===== src/rtl/decoder.sv =====
// Registered binary-to-one-hot decoder (optionally inverted), used for write strobes and mux selects.
// Latency 1 clk; no backpressure, and each cycle's en alone gates that cycle's strobe.
module decoder #(
  parameter int IN_W       = 3,
  parameter int OUT_W      = 8,
  parameter bit ACTIVE_LOW = 1'b0
) (
  input  logic             clk,
  input  logic             rst,
  input  logic             en,
  input  logic [IN_W-1:0]  x,
  output logic [OUT_W-1:0] y,
  output logic             valid
);

  localparam logic [OUT_W-1:0] INACTIVE = ACTIVE_LOW ? {OUT_W{1'b1}} : {OUT_W{1'b0}};

  logic [OUT_W-1:0] one_hot;
  logic [OUT_W-1:0] y_nxt;

  always_comb begin
    one_hot = '0;
    if (en) begin
      one_hot[x] = 1'b1;
    end
    y_nxt = ACTIVE_LOW ? ~one_hot : one_hot;
  end

  // Only y and valid hold state, so the strobes come straight from flops and cannot glitch.
  always_ff @(posedge clk or posedge rst) begin
    if (rst) begin
      y     <= INACTIVE;
      valid <= 1'b0;
    end else begin
      y     <= y_nxt;
      valid <= en;
    end
  end

endmodule


===== config.mk =====
export PLATFORM = sky130hd
export DESIGN_NAME = decoder
export DESIGN_NICKNAME = d
export VERILOG_FILES = /design/src/rtl/decoder.sv
export SDC_FILE = /design/constraint.sdc
export NUM_CORES = 1
export LEC_CHECK = 0
export ABC_AREA = 1
export ABC_CLOCK_PERIOD_IN_PS = 800
export BUFFER_PORTS_ARGS = -buffer_cell sky130_fd_sc_hd__buf_2
export CAP_MARGIN = 20
export CORE_AREA = 5 5 42 44
export DETAILED_ROUTE_END_ITERATION = 8
export DIE_AREA = 0 0 47 49
export HOLD_SLACK_MARGIN = 0.1
export SLEW_MARGIN = 20
export SYNTH_ARGS = -nofsm -noshare
export SYNTH_HDL_FRONTEND = slang
export SYNTH_SLANG_ARGS = --single-unit

===== constraint.sdc =====
create_clock -name clk -period 0.8 [get_ports clk]
set_input_delay 0.04 -clock clk [delete_from_list [all_inputs] [get_ports clk]]
set_output_delay 0.04 -clock clk [all_outputs]
set_load 0.01 [all_outputs]

==> impl_metrics.py <==
metrics = {
    "critical_path": {
        "required_ns": 0.76,
        "crit_path_start_kind": "register",
        "worstPathMaxFanout": 1,
        "critPathKind": "register to output port",
        "worstPathBufferInverterCount": 1,
        "slowest_stage": "dfrtp_1",
        "cp.arrival_ns": 0.74,
        "slowest_delay_ns": 0.36,
        "critical-path-top-delay-family": "flip-flops",
        "end_kind": "output port",
        "critPathLaunch": "y[0]$_DFF_PP0_",
        "worstPathCellList": "buf_2",
    },
    "synthesis": {
        "syn-num-nets": 33,
        "ys_seq_area_frac": 0.769,
        "avgSynthCellArea_um2": 10.8,
        "synthTopCellsByArea": "dfrtp_1 (77%), nor2_1 (10%), nand2_1 (7.7%)",
        "synth_flop_cell": "dfrtp_1",
        "yosys-top-cells-count": "dfrtp_1 (9), nor2_1 (8), nand2_1 (6)",
        "mappedNetlistArea_um2": 293,
        "synth_edf_count": 0,
        "ys_async_sr_fraction": 1.00,
        "synth.distinct_cells": 4,
        "ys_warn_count": 0,
        "synth-seq-cells": 9,
        "synth_top_area_cell": "dfrtp_1",
        "synth.most_common_cell": "dfrtp_1",
        "syn_inst": 27,
        "synth_top_cell_area_share": 0.769,
    },
    "floorplanning": {
        "die_y_um": 49,
        "die_w_um": 47,
        "initial_core_util": 0.209,
        "die_area_mm2": 0.00230,
        "io_pins": 15,
        "rows": 14,
        "core-area_mm2": 0.00140,
    },
    "route": {
        "first_pass_iters": 2,
        "drtIter0Drc": 6,
        "ant_nets": 0,
        "routed_via_density": 3.48,
        "drc": 0,
        "drt_wl_total_um": 542,
        "wl_per_cell_um": 8.47,
        "routed-wl-met3_um": 79,
        "routedLengthMet1_um": 226,
        "dr.max_layer_used": "met3",
        "vias": 223,
        "wl_met2_um": 236,
    },
    "clocking": {
        "cts.reportedPaths.clkPinSlew_ns": 0.06,
        "clockRootBuffer": "clkbuf_4",
        "cts_buffer_depth": 2,
        "numCtsBuffers": 3,
        "clkSinkCount": 9,
        "cts_tree": "built",
        "htree_levels": 1,
    },
    "timing": {
        "setup-tns-final_ns": 0,
        "fmax_ghz": 1.28,
        "final-setup-viol-count": 0,
        "fin_crit_sh": 0.980,
        "hold_viol": 0,
        "tightest_slew_ns": 0.325,
        "slew_viol_final": 0,
        "rsz0062_at_grt": "true",
        "max-slew-margin-rel": 0.783,
        "hold_ws_ns": 0.102,
        "period_minus_slack_ns": 0.784,
    },
    "place": {
        "hpwl_um": 441,
        "port_buffers": 14,
        "gp_congestion": 0.746,
        "placed_area_um2": 383,
    },
    "status": {
        "status": "complete, no violations",
    },
    "cells_and_area": {
        "syn2layout_area_growth_pct": 51.7,
        "fillers": 157,
        "antenna_cells": 0,
        "final_cell_area_um2": 444,
        "layout-drive-gt1-share": 0.354,
        "nNetsFinal": 55,
    },
    "global_routing": {
        "grt-ovfl-total": 0,
        "grt_max_degree": 10,
        "grt_pass1_vias": 191,
        "grt_use_total": 0.0476,
        "antenna_found_initial": 0,
        "grt_pass1_wl_um": 759,
    },
    "hold_path": {
        "worstHoldEndpoint": "y[6]$_DFF_PP0_",
        "min_from": "x[0]",
        "min_path_type": "primary input to register",
        "hold_depth": 4,
    },
    "run": {
        "drv_cap": 0,
    },
    "power_and_ir_drop": {
        "power.density_mw_per_mm2": 1990,
        "leakage_nw": 0.261,
        "ir_drop_uv": 540,
    },
}
[logic make-up after synthesis]
kind of cell / after synthesis / share of synthesized area
buffers and inverters: 4 / 0.0513
flip-flops: 9 / 0.769
AND/OR/NAND/NOR: 14 / 0.179
[layout by cell type (no fill, tap or decap), drive strengths merged]
| cell | instances |
|---|---|
| nor2 | 8 |
| inv | 4 |
| buf | 13 |
| dlygate4sd3 | 4 |
| dfrtp | 9 |
| clkbuf | 4 |
| nand2 | 6 |
[worst max path at each step]
stage / cells after the start / slack (ns) / end
after detailed placement: 1 / 0.28 / y[0]
after floorplan: 0 / 0.38 / valid
after global placement: 1 / 0.28 / y[5]
after global routing: 1 / -0.02 / y[6]
after CTS: 1 / -0.0003 / y[6]
final: 1 / 0.02 / y[0]
[area by class of cell]
| type | instances | area, um^2 | share of cell area |
|---|---|---|---|
| clock buffer | 4 | 26.3 | 0.0592 |
| multi-input combinational | 14 | 52.6 | 0.118 |
| timing repair buffer | 17 | 105 | 0.237 |
| inverter | 4 | 15.0 | 0.0338 |
| tap | 16 | 20.0 | 0.0451 |
| sequential | 9 | 225 | 0.507 |
[power breakdown]
part / total (mW) / switching (mW) / internal (mW)
combinational: 0.0792 / 0.0437 / 0.0355
clock: 0.335 / 0.144 / 0.191
sequential: 0.470 / 0.00260 / 0.468
total: 0.885 / 0.190 / 0.695
[repair_timing]
item,4_1_cts,5_1_grt
endpoints found under the hold margin,18,0
endpoints found under the setup margin,1,7
pin swaps,0,1
hold buffers,4,0
resized for setup,0,1
buffers inserted,0,0
[sequential cells by signal (all words and copies together), names as in the netlist]
register / flops
valid: 1
y: 8
[routing by layer]
metal	track usage	vias to the layer above
met5	0	-
met3	0.0221	0
met1	0.0633	94
met2	0.0611	11
met4	0.0276	0
li1	-	118
[stage by stage]
stage	instances	power, mW	util	worst slack [ns]
floorplan	27	0.513	-	0.384
global placement	57	0.546	0.273	0.280
detailed placement	57	0.547	0.273	0.281
CTS	65	0.899	0.321	-0.000291
global route	64	0.924	0.317	-0.0160
finish	64	0.885	0.317	0.0158
Note: power is estimated with default switching activity, not from simulation.
